## src/rtl/req_ack_pkg.sv

```systemverilog
// Shared types and default sizing for the req/ack requester and its bench responder models.
// The optional timeout (macro REQ_INIT_TIMEOUT_EN) uses TIMEOUT_CYC_DEF.
package req_ack_pkg;

    localparam int DATA_W_DEF      = 8;
    localparam int CNT_W_DEF       = 8;
    localparam int GAP_CYCLES_DEF  = 2;
    localparam int TIMEOUT_CYC_DEF = 32;

    typedef enum logic [1:0] {
        ST_IDLE = 2'd0,
        ST_REQ  = 2'd1,
        ST_GAP  = 2'd2
    } state_t;

endpackage

```

## src/rtl/req_ack_err_monitor.sv

```systemverilog
// Sticky protocol-error flags: spurious ack while req is low, and timeout abort.
// A set event in the same cycle as err_clr wins over the clear.
module req_ack_err_monitor (
    input  logic clk,
    input  logic reset_n,
    input  logic i_req,
    input  logic i_ack,
    input  logic i_timeout,
    input  logic i_err_clr,
    output logic o_err_spur_ack,
    output logic o_err_timeout
);

    logic r_err_spur_ack;
    logic r_err_timeout;
    logic w_spur_evt;

    // i_req is the registered req, so an ack in the accepting IDLE cycle still counts.
    assign w_spur_evt = i_ack && !i_req;

    always_ff @(posedge clk) begin
        if (!reset_n) begin
            r_err_spur_ack <= 1'b0;
            r_err_timeout  <= 1'b0;
        end else begin
            r_err_spur_ack <= (r_err_spur_ack && !i_err_clr) || w_spur_evt;
            r_err_timeout  <= (r_err_timeout  && !i_err_clr) || i_timeout;
        end
    end

    assign o_err_spur_ack = r_err_spur_ack;
    assign o_err_timeout  = r_err_timeout;

endmodule

```

## src/rtl/req_ack_initiator.sv

```systemverilog
// Requester end of a single-bit req/ack handshake: IDLE -> REQ -> GAP, all outputs registered.
// Optional req timeout abort when REQ_INIT_TIMEOUT_EN is defined.
module req_ack_initiator
    import req_ack_pkg::*;
#(
    parameter int DATA_W      = DATA_W_DEF,
    parameter int CNT_W       = CNT_W_DEF,
    parameter int GAP_CYCLES  = GAP_CYCLES_DEF,
    parameter int TIMEOUT_CYC = TIMEOUT_CYC_DEF
) (
    input  logic              clk,
    input  logic              reset_n,
    input  logic              start,
    input  logic [DATA_W-1:0] start_data,
    input  logic              err_clr,
    output logic              req,
    output logic [DATA_W-1:0] req_data,
    input  logic              ack,
    output logic              busy,
    output logic              done,
    output logic [CNT_W-1:0]  done_latency,
    output logic [CNT_W-1:0]  txn_count,
    output logic              err_spur_ack,
    output logic              err_timeout
);

    localparam int GAP_W = (GAP_CYCLES > 1) ? $clog2(GAP_CYCLES) : 1;

    state_t              r_state;
    logic                r_req;
    logic [DATA_W-1:0]   r_req_data;
    logic                r_busy;
    logic                r_done;
    logic [CNT_W-1:0]    r_done_latency;
    logic [CNT_W-1:0]    r_txn_count;
    logic [CNT_W-1:0]    r_wait_cnt;
    logic [GAP_W-1:0]    r_gap_cnt;
    logic                w_timeout;

`ifdef REQ_INIT_TIMEOUT_EN
    // A same-cycle ack takes priority, so the abort is qualified by !ack.
    assign w_timeout = (r_state == ST_REQ) && !ack &&
                       (r_wait_cnt == CNT_W'(TIMEOUT_CYC));
`else
    assign w_timeout = 1'b0;
`endif

    always_ff @(posedge clk) begin
        if (!reset_n) begin
            r_state        <= ST_IDLE;
            r_req          <= 1'b0;
            r_req_data     <= '0;
            r_busy         <= 1'b0;
            r_done         <= 1'b0;
            r_done_latency <= '0;
            r_txn_count    <= '0;
            r_wait_cnt     <= '0;
            r_gap_cnt      <= '0;
        end else begin
            r_done <= 1'b0;
            case (r_state)
                ST_IDLE: begin
                    if (start) begin
                        r_req_data <= start_data;
                        r_req      <= 1'b1;
                        r_busy     <= 1'b1;
                        r_wait_cnt <= CNT_W'(1);
                        r_state    <= ST_REQ;
                    end
                end
                ST_REQ: begin
                    if (ack) begin
                        r_req          <= 1'b0;
                        r_done         <= 1'b1;
                        r_done_latency <= r_wait_cnt;
                        r_txn_count    <= r_txn_count + 1'b1;
                        r_gap_cnt      <= GAP_W'(GAP_CYCLES - 1);
                        r_state        <= ST_GAP;
                    end else if (w_timeout) begin
                        r_req     <= 1'b0;
                        r_gap_cnt <= GAP_W'(GAP_CYCLES - 1);
                        r_state   <= ST_GAP;
                    end else if (r_wait_cnt != '1) begin
                        r_wait_cnt <= r_wait_cnt + 1'b1;
                    end
                end
                ST_GAP: begin
                    if (r_gap_cnt == '0) begin
                        r_busy  <= 1'b0;
                        r_state <= ST_IDLE;
                    end else begin
                        r_gap_cnt <= r_gap_cnt - 1'b1;
                    end
                end
                default: begin
                    r_req   <= 1'b0;
                    r_busy  <= 1'b0;
                    r_state <= ST_IDLE;
                end
            endcase
        end
    end

    req_ack_err_monitor u_err_monitor (
        .clk            (clk),
        .reset_n        (reset_n),
        .i_req          (r_req),
        .i_ack          (ack),
        .i_timeout      (w_timeout),
        .i_err_clr      (err_clr),
        .o_err_spur_ack (err_spur_ack),
        .o_err_timeout  (err_timeout)
    );

    assign req          = r_req;
    assign req_data     = r_req_data;
    assign busy         = r_busy;
    assign done         = r_done;
    assign done_latency = r_done_latency;
    assign txn_count    = r_txn_count;

endmodule

```

## config.mk

```make
export PLATFORM = sky130hd
export DESIGN_NAME = req_ack_initiator
export DESIGN_NICKNAME = d
export VERILOG_FILES = /design/src/rtl/req_ack_pkg.sv /design/src/rtl/req_ack_err_monitor.sv /design/src/rtl/req_ack_initiator.sv
export SDC_FILE = /design/constraint.sdc
export NUM_CORES = 1
export LEC_CHECK = 0
export CORE_UTILIZATION = 25
export DETAILED_ROUTE_END_ITERATION = 10
export PLACE_DENSITY = 0.5
export SYNTH_ARGS = -nofsm -noshare
export SYNTH_HDL_FRONTEND = slang
export SYNTH_SLANG_ARGS = --single-unit
```

## constraint.sdc

```tcl
create_clock -name clk -period 1.8 [get_ports clk]
set_clock_uncertainty 0.2 [all_clocks]
set_input_delay 0.45 -clock clk [delete_from_list [all_inputs] [get_ports clk]]
set_output_delay 0.45 -clock clk [all_outputs]
set_load 0.05 [all_outputs]
```

==> results.sh, run 1 <==
export IMPL_synth_avg_cell_area_um2=8.99
export IMPL_slowest_stage="dfxtp_2"
export IMPL_fp_dieH_um=84.9
export IMPL_drc=4
export IMPL_setup_violations=2
export IMPL_vias_per_cell=4.63
export IMPL_worst_setup_path_start_kind="flip-flop"
export IMPL_critical_path_max_stage_delay_ps=340
export IMPL_yosysWarnings=0
export IMPL_ys_flop_type="dfxtp_1"
export IMPL_holdWs_ps=303
export IMPL_finalCriticalPeriod_ps=1830
export IMPL_crit_buf_inv=0
export IMPL_violations="design-rule violations, negative setup slack"
export IMPL_final_cell_mix="40 x nand2_1, 37 x dfxtp_1, 29 x buf_12"
export IMPL_syn_num_nets=206
export IMPL_setup_ws_ps=-32.6
export IMPL_path_delay_family="simple AND/OR/NAND/NOR gates"
export IMPL_clkSinkCount=40
export IMPL_num_rows=29
export IMPL_cts_buffers=5
export IMPL_async_reset_ff_share_pct=0
export IMPL_worst_pin_slew_ps=285
export IMPL_wl_met3_um=173
export IMPL_overflow=0
export IMPL_synth_edf_count=0
export IMPL_port_buffer_count=41
export IMPL_track_usage_pct=12.6
export IMPL_layout_commonest_cell="nand2_1"
export IMPL_coreArea_mm2=0.00649
export IMPL_die_w_um=84.9
export IMPL_p_per_area_mw_per_mm2=678
export IMPL_fmax_mhz=546
export IMPL_slew_headroom_pct=80.8
export IMPL_arrival_ps=1820
export IMPL_antenna_found_initial=0
export IMPL_diodes=0
export IMPL_drtAntennaViolNets=0
export IMPL_rsz0062_at_grt="yes"
export IMPL_dr_pass1_iters=7
export IMPL_wl_mm=4.35
export IMPL_wire_per_inst_um=13.0
export IMPL_ys_seq_elements=40
export IMPL_dpl_hpwl_mm=3.17
export IMPL_dieArea_mm2=0.00720
export IMPL_cts_max_path_buffers=2
export IMPL_grt_pass1_wl_mm=7.05
export IMPL_syn_to_final_growth_pct=65.0
export IMPL_worstSetupPathType="reg -> reg"
export IMPL_finalHoldViolCount=0
export IMPL_cts_tree="yes"
export IMPL_dr_total_vias=1555
export IMPL_drt_initial_drc_count=62
export IMPL_clkTransAtPathRegs_ps=70
export IMPL_synth_area_mm2=0.00172
export IMPL_drv_slew=0
export IMPL_grt_max_degree=17
export IMPL_layout_drive_gt1_share_pct=30.9
export IMPL_grt_pass1_vias=1458
export IMPL_crit_fanout=5
export IMPL_outcome="complete, but fails checks"
export IMPL_clock_tree_root_cell="clkbuf_8"
export IMPL_hp_class="reg -> reg"
export IMPL_gp_congestion=0.815
export IMPL_wirelength_met1_mm=2.12
export IMPL_start_util_pct=26.4
export IMPL_cp_end_kind="flip-flop"
export IMPL_worstPathCellList="ha_4, and4_4, a221oi_4, nand4_1, mux2_4"
export IMPL_pre_cts_ws_ps=-508
export IMPL_synth_cells=191
export IMPL_yosysSeqAreaShare_pct=46.6
export IMPL_leakagePower_nw=1.10
export IMPL_post_route_period_util_pct=102
export IMPL_post_cts_buffers=0
export IMPL_nNetsFinal=273
export IMPL_maxCapViolCount=0
export IMPL_route_met2_wl_mm=1.99
export IMPL_yosysUniqueCellTypes=42
export IMPL_htreeDepth=2
export IMPL_topRoutingLayerUsed="met4"
export IMPL_pin_count=42
export IMPL_ir_drop_mv=0.372
export IMPL_critPathRequiredTime_ps=1780
export IMPL_clock_latency_ps=290
## Yosys cell counts (all sizes together), types with 2 or more instances
cell type / n / area share (%)
inv: 3 / 0.66
dfxtp: 40 / 47
xor2: 2 / 1.0
and2: 11 / 4.0
nand3b: 2 / 0.87
buf: 2 / 0.58
o21ai: 4 / 1.2
and3b: 2 / 1.0
nand3: 4 / 1.2
nand2: 41 / 9.0
nor2: 5 / 1.1
nand2b: 3 / 2.0
a21oi: 3 / 0.87
clkbuf: 7 / 1.5
a21boi: 22 / 9.6
ha: 2 / 1.5
and3: 2 / 0.73
and4: 2 / 1.2
nor3: 3 / 0.87
xnor2: 4 / 2.0
nand4: 8 / 2.9
## report_power, final
part	internal, mW	switching (mW)
clock network	0.313	0.302
registers	0.914	0.0321
logic	0.184	0.176
## final timing paths
kind	start	endpoint	slack (ps)	depth (start not counted)
worst max-delay path	r_wait_cnt[1]	r_wait_cnt[3]	-30	5
worst min-delay path	r_gap_cnt	r_gap_cnt	300	2
worst max register to register	r_wait_cnt[1]	r_wait_cnt[3]	-30	5
worst min register to register	r_gap_cnt	r_gap_cnt	300	2
## sequential cells by signal (all words and copies together) (netlist names), 2 cells and up
register / flops
done_latency: 8
r_wait_cnt: 8
req_data: 8
txn_count: 8
r_state: 2
## metrics by stage
stage | TNS, ps | std cells | power, mW | cell area, um^2 | util, %
2_1_floorplan | 0 | 191 | 1.13 | 1740 | -
3_3_place_gp | -10800 | 328 | 1.32 | 2710 | 41.8
3_5_place_dp | -11000 | 328 | 1.33 | 2710 | 41.8
4_1_cts | -20.3 | 336 | 1.95 | 2810 | 43.2
5_1_grt | -166 | 336 | 2.00 | 2830 | 43.6
6_report | -37.1 | 336 | 1.92 | 2830 | 43.6
## tightest hold or removal path, stage by stage, from the launching register on
cell and delay (ps):
dfxtp_1 320, o21ai_0 60, a21boi_0 70
## repair_timing
item,4_1_cts,5_1_grt
setup endpoints to repair,18,5
cloned,0,0
gates resized for setup,4,8
pin swaps,2,1
endpoints found under the hold margin,0,0
hold buffers,0,0
## cells by family (layout without fill, tap and decap cells)
logic type,Yosys count,after routing,share of synthesized area [%]
muxes,2,2,1.24
adders and majority gates,2,2,1.46
xor gates and xnor gates,6,6,3.06
DFF,40,40,46.6
and+or+nand+nor,88,88,26.8
AOI/OAI and AO/OA,41,41,18.0
buffers and inverters,12,80,2.77
## final cells by class
class                           instances  area (um^2)
Multi-Input combinational cell        139          922
Fill cell                             627         3660
Clock buffer                            8         90.1
Tap cell                               77         96.3
Timing Repair Buffer                   69          908
Sequential cell                        40          805
Inverter                                3         11.3
## layer usage
metal	global-route usage, %	vias to the layer above
li1	-	801
met1	16.2	710
met2	20.5	36
met3	2.82	8
met4	5.55	0
met5	0	-
Power figures use the tool's default switching activity.
==> inputs of run 2 (changes only) <==
- ABC_AREA: unset -> 1
==> run 2 against run 1 <==
  * The run ends with design-rule violations left
  * Largest cell class is now flip-flops and latches
  * Fmax grew 14%
  * Hold slack lost 33 ps
  * Clock power grew 32%
  * Global-route usage is essentially flat
  * Synthesized cell count grew 24%
==> results.sh, run 2 <==
export IMPL_pre_cts_ws_ps=-104
export IMPL_clkTransAtPathRegs_ps=80
export IMPL_drtAntennaViolNets=0
export IMPL_layout_commonest_cell="nand2_1"
export IMPL_coreArea_mm2=0.00642
export IMPL_yosysSeqAreaShare_pct=47.7
export IMPL_ys_seq_elements=40
export IMPL_dieArea_mm2=0.00705
export IMPL_cts_tree="yes"
export IMPL_num_rows=29
export IMPL_synth_avg_cell_area_um2=7.12
export IMPL_arrival_ps=1600
export IMPL_ir_drop_mv=0.260
export IMPL_diodes=0
export IMPL_grt_max_degree=22
export IMPL_rsz0062_at_grt="no"
export IMPL_yosysWarnings=0
export IMPL_slew_headroom_pct=84.0
export IMPL_crit_fanout=6
export IMPL_htreeDepth=2
export IMPL_synth_area_leaders="dfxtp_1 48%, nand2_1 14%, nor2_1 8.5%"
export IMPL_synth_top_area_share_pct=47.7
export IMPL_syn_to_final_growth_pct=57.5
export IMPL_cts_buffers=5
export IMPL_syn_num_nets=251
export IMPL_gp_congestion=0.804
export IMPL_wire_per_inst_um=10.9
export IMPL_cp_end_kind="flip-flop"
export IMPL_setup_ws_ps=189
export IMPL_drv_slew=0
export IMPL_wl_mm=3.97
export IMPL_layout_drive_gt1_share_pct=20.4
export IMPL_worst_pin_slew_ps=239
export IMPL_async_reset_ff_share_pct=0
export IMPL_finalHoldViolCount=0
export IMPL_yosysUniqueCellTypes=24
export IMPL_cts_resized=0
export IMPL_leakagePower_nw=1.08
export IMPL_worstSetupPathType="in -> reg"
export IMPL_ys_top_cells_by_count="61 x nand2_1, 40 x dfxtp_1, 38 x nor2_1"
export IMPL_cts_max_path_buffers=2
export IMPL_synth_cells=236
export IMPL_holdWs_ps=270
export IMPL_clock_tree_root_cell="clkbuf_8"
export IMPL_hp_class="reg -> reg"
export IMPL_fp_dieH_um=84.0
export IMPL_start_util_pct=26.2
export IMPL_overflow=0
export IMPL_drt_initial_drc_count=68
export IMPL_grt_pass1_vias=1603
export IMPL_pin_count=42
export IMPL_fillers=657
export IMPL_place_area_mm2=0.00252
export IMPL_post_cts_buffers=0
export IMPL_post_route_util_pct=41.2
export IMPL_finalCriticalPeriod_ps=1610
export IMPL_nNetsFinal=303
export IMPL_yosys_area_top_type="dfxtp_1"
export IMPL_design_area_mm2=0.00265
export IMPL_dr_total_vias=1615
export IMPL_dpl_hpwl_mm=2.99
export IMPL_synth_edf_count=0
export IMPL_fin_tns_setup_ps=0
export IMPL_worst_setup_path_start_kind="primary input"
export IMPL_dr_pass1_iters=7
export IMPL_critPathRequiredTime_ps=1790
export IMPL_track_usage_pct=12.6
export IMPL_ys_flop_type="dfxtp_1"
export IMPL_synth_area_mm2=0.00168
export IMPL_die_w_um=84.0
export IMPL_post_route_period_util_pct=89.5
export IMPL_antenna_found_initial=0
export IMPL_drc=8
export IMPL_vias_per_cell=4.41
export IMPL_final_cell_mix="61 x nand2_1, 40 x dfxtp_1, 38 x nor2_1"
export IMPL_port_buffer_count=41
export IMPL_fmax_mhz=621
export IMPL_grt_pass1_wl_mm=6.96
export IMPL_p_per_area_mw_per_mm2=811
export IMPL_cts_hold_fix_buffers=0
export IMPL_violations="design-rule violations"
export IMPL_clkSinkCount=40
export IMPL_clock_latency_ps=300
export IMPL_outcome="complete, but fails checks"
export IMPL_setup_violations=0
export IMPL_maxCapViolCount=0
export IMPL_yosysMostFrequentCell="nand2_1"
run 2: path summary, 6_finish.rpt:
path | start | endpoint | slack [ps] | cells past startpoint
worst min register to register | r_gap_cnt | r_gap_cnt | 270 | 2
worst max register to register | r_wait_cnt[0] | r_wait_cnt[0] | 220 | 8
worst min-delay path | r_gap_cnt | r_gap_cnt | 270 | 2
worst max-delay path | ack | r_wait_cnt[0] | 190 | 8
run 2: cell families (layout without fill, tap and decap cells):
group / Yosys count / in the layout / synth area share, %
adders and majority gates: 2 / 2 / 1.49
buffers and inverters: 30 / 83 / 7.30
xor gates and xnor gates: 1 / 1 / 0.521
DFF: 40 / 40 / 47.7
and+or+nand+nor: 123 / 123 / 30.6
AOI/OAI and AO/OA: 40 / 40 / 12.4
run 2: report_power, final:
| group | total [mW] | internal (mW) | switching (mW) |
|---|---|---|---|
| registers | 0.956 | 0.920 | 0.0364 |
| logic | 0.382 | 0.175 | 0.207 |
| clock network | 0.808 | 0.489 | 0.318 |
run 2: final cells by class:
class                      instances  area (um^2)  area share [%]
clock buffer                       7         96.3            3.64
clock inverter                     1         30.0            1.13
inverter                          24         90.1            3.40
multi-input combinational        166          757            28.6
sequential                        40          801            30.3
tap                               77         96.3            3.64
timing repair buffer              51          776            29.3
run 2: critical path, stage by stage:
cell	delay, ps
clkdlybuf4s50_1	500
inv_1	70
nand3_1	120
nand2_2	110
nand2_4	120
inv_2	60
o21ai_1	120
nor2_1	50
run 2: through the flow:
step / total power [mW] / cells
floorplan: 1.16 / 236
global placement: 1.36 / 358
detailed placement: 1.36 / 358
CTS: 2.18 / 366
global route: 2.23 / 366
finish: 2.15 / 366
run 2: layer usage:
| layer | share of wire, % | up-vias | global-route usage [%] |
|---|---|---|---|
| li1 | - | 850 | - |
| met1 | 47 | 732 | 14.6 |
| met2 | 48 | 31 | 21.6 |
| met3 | 4.2 | 2 | 3.66 |
| met4 | 1.2 | 0 | 5.17 |
| met5 | 0 | - | 0 |
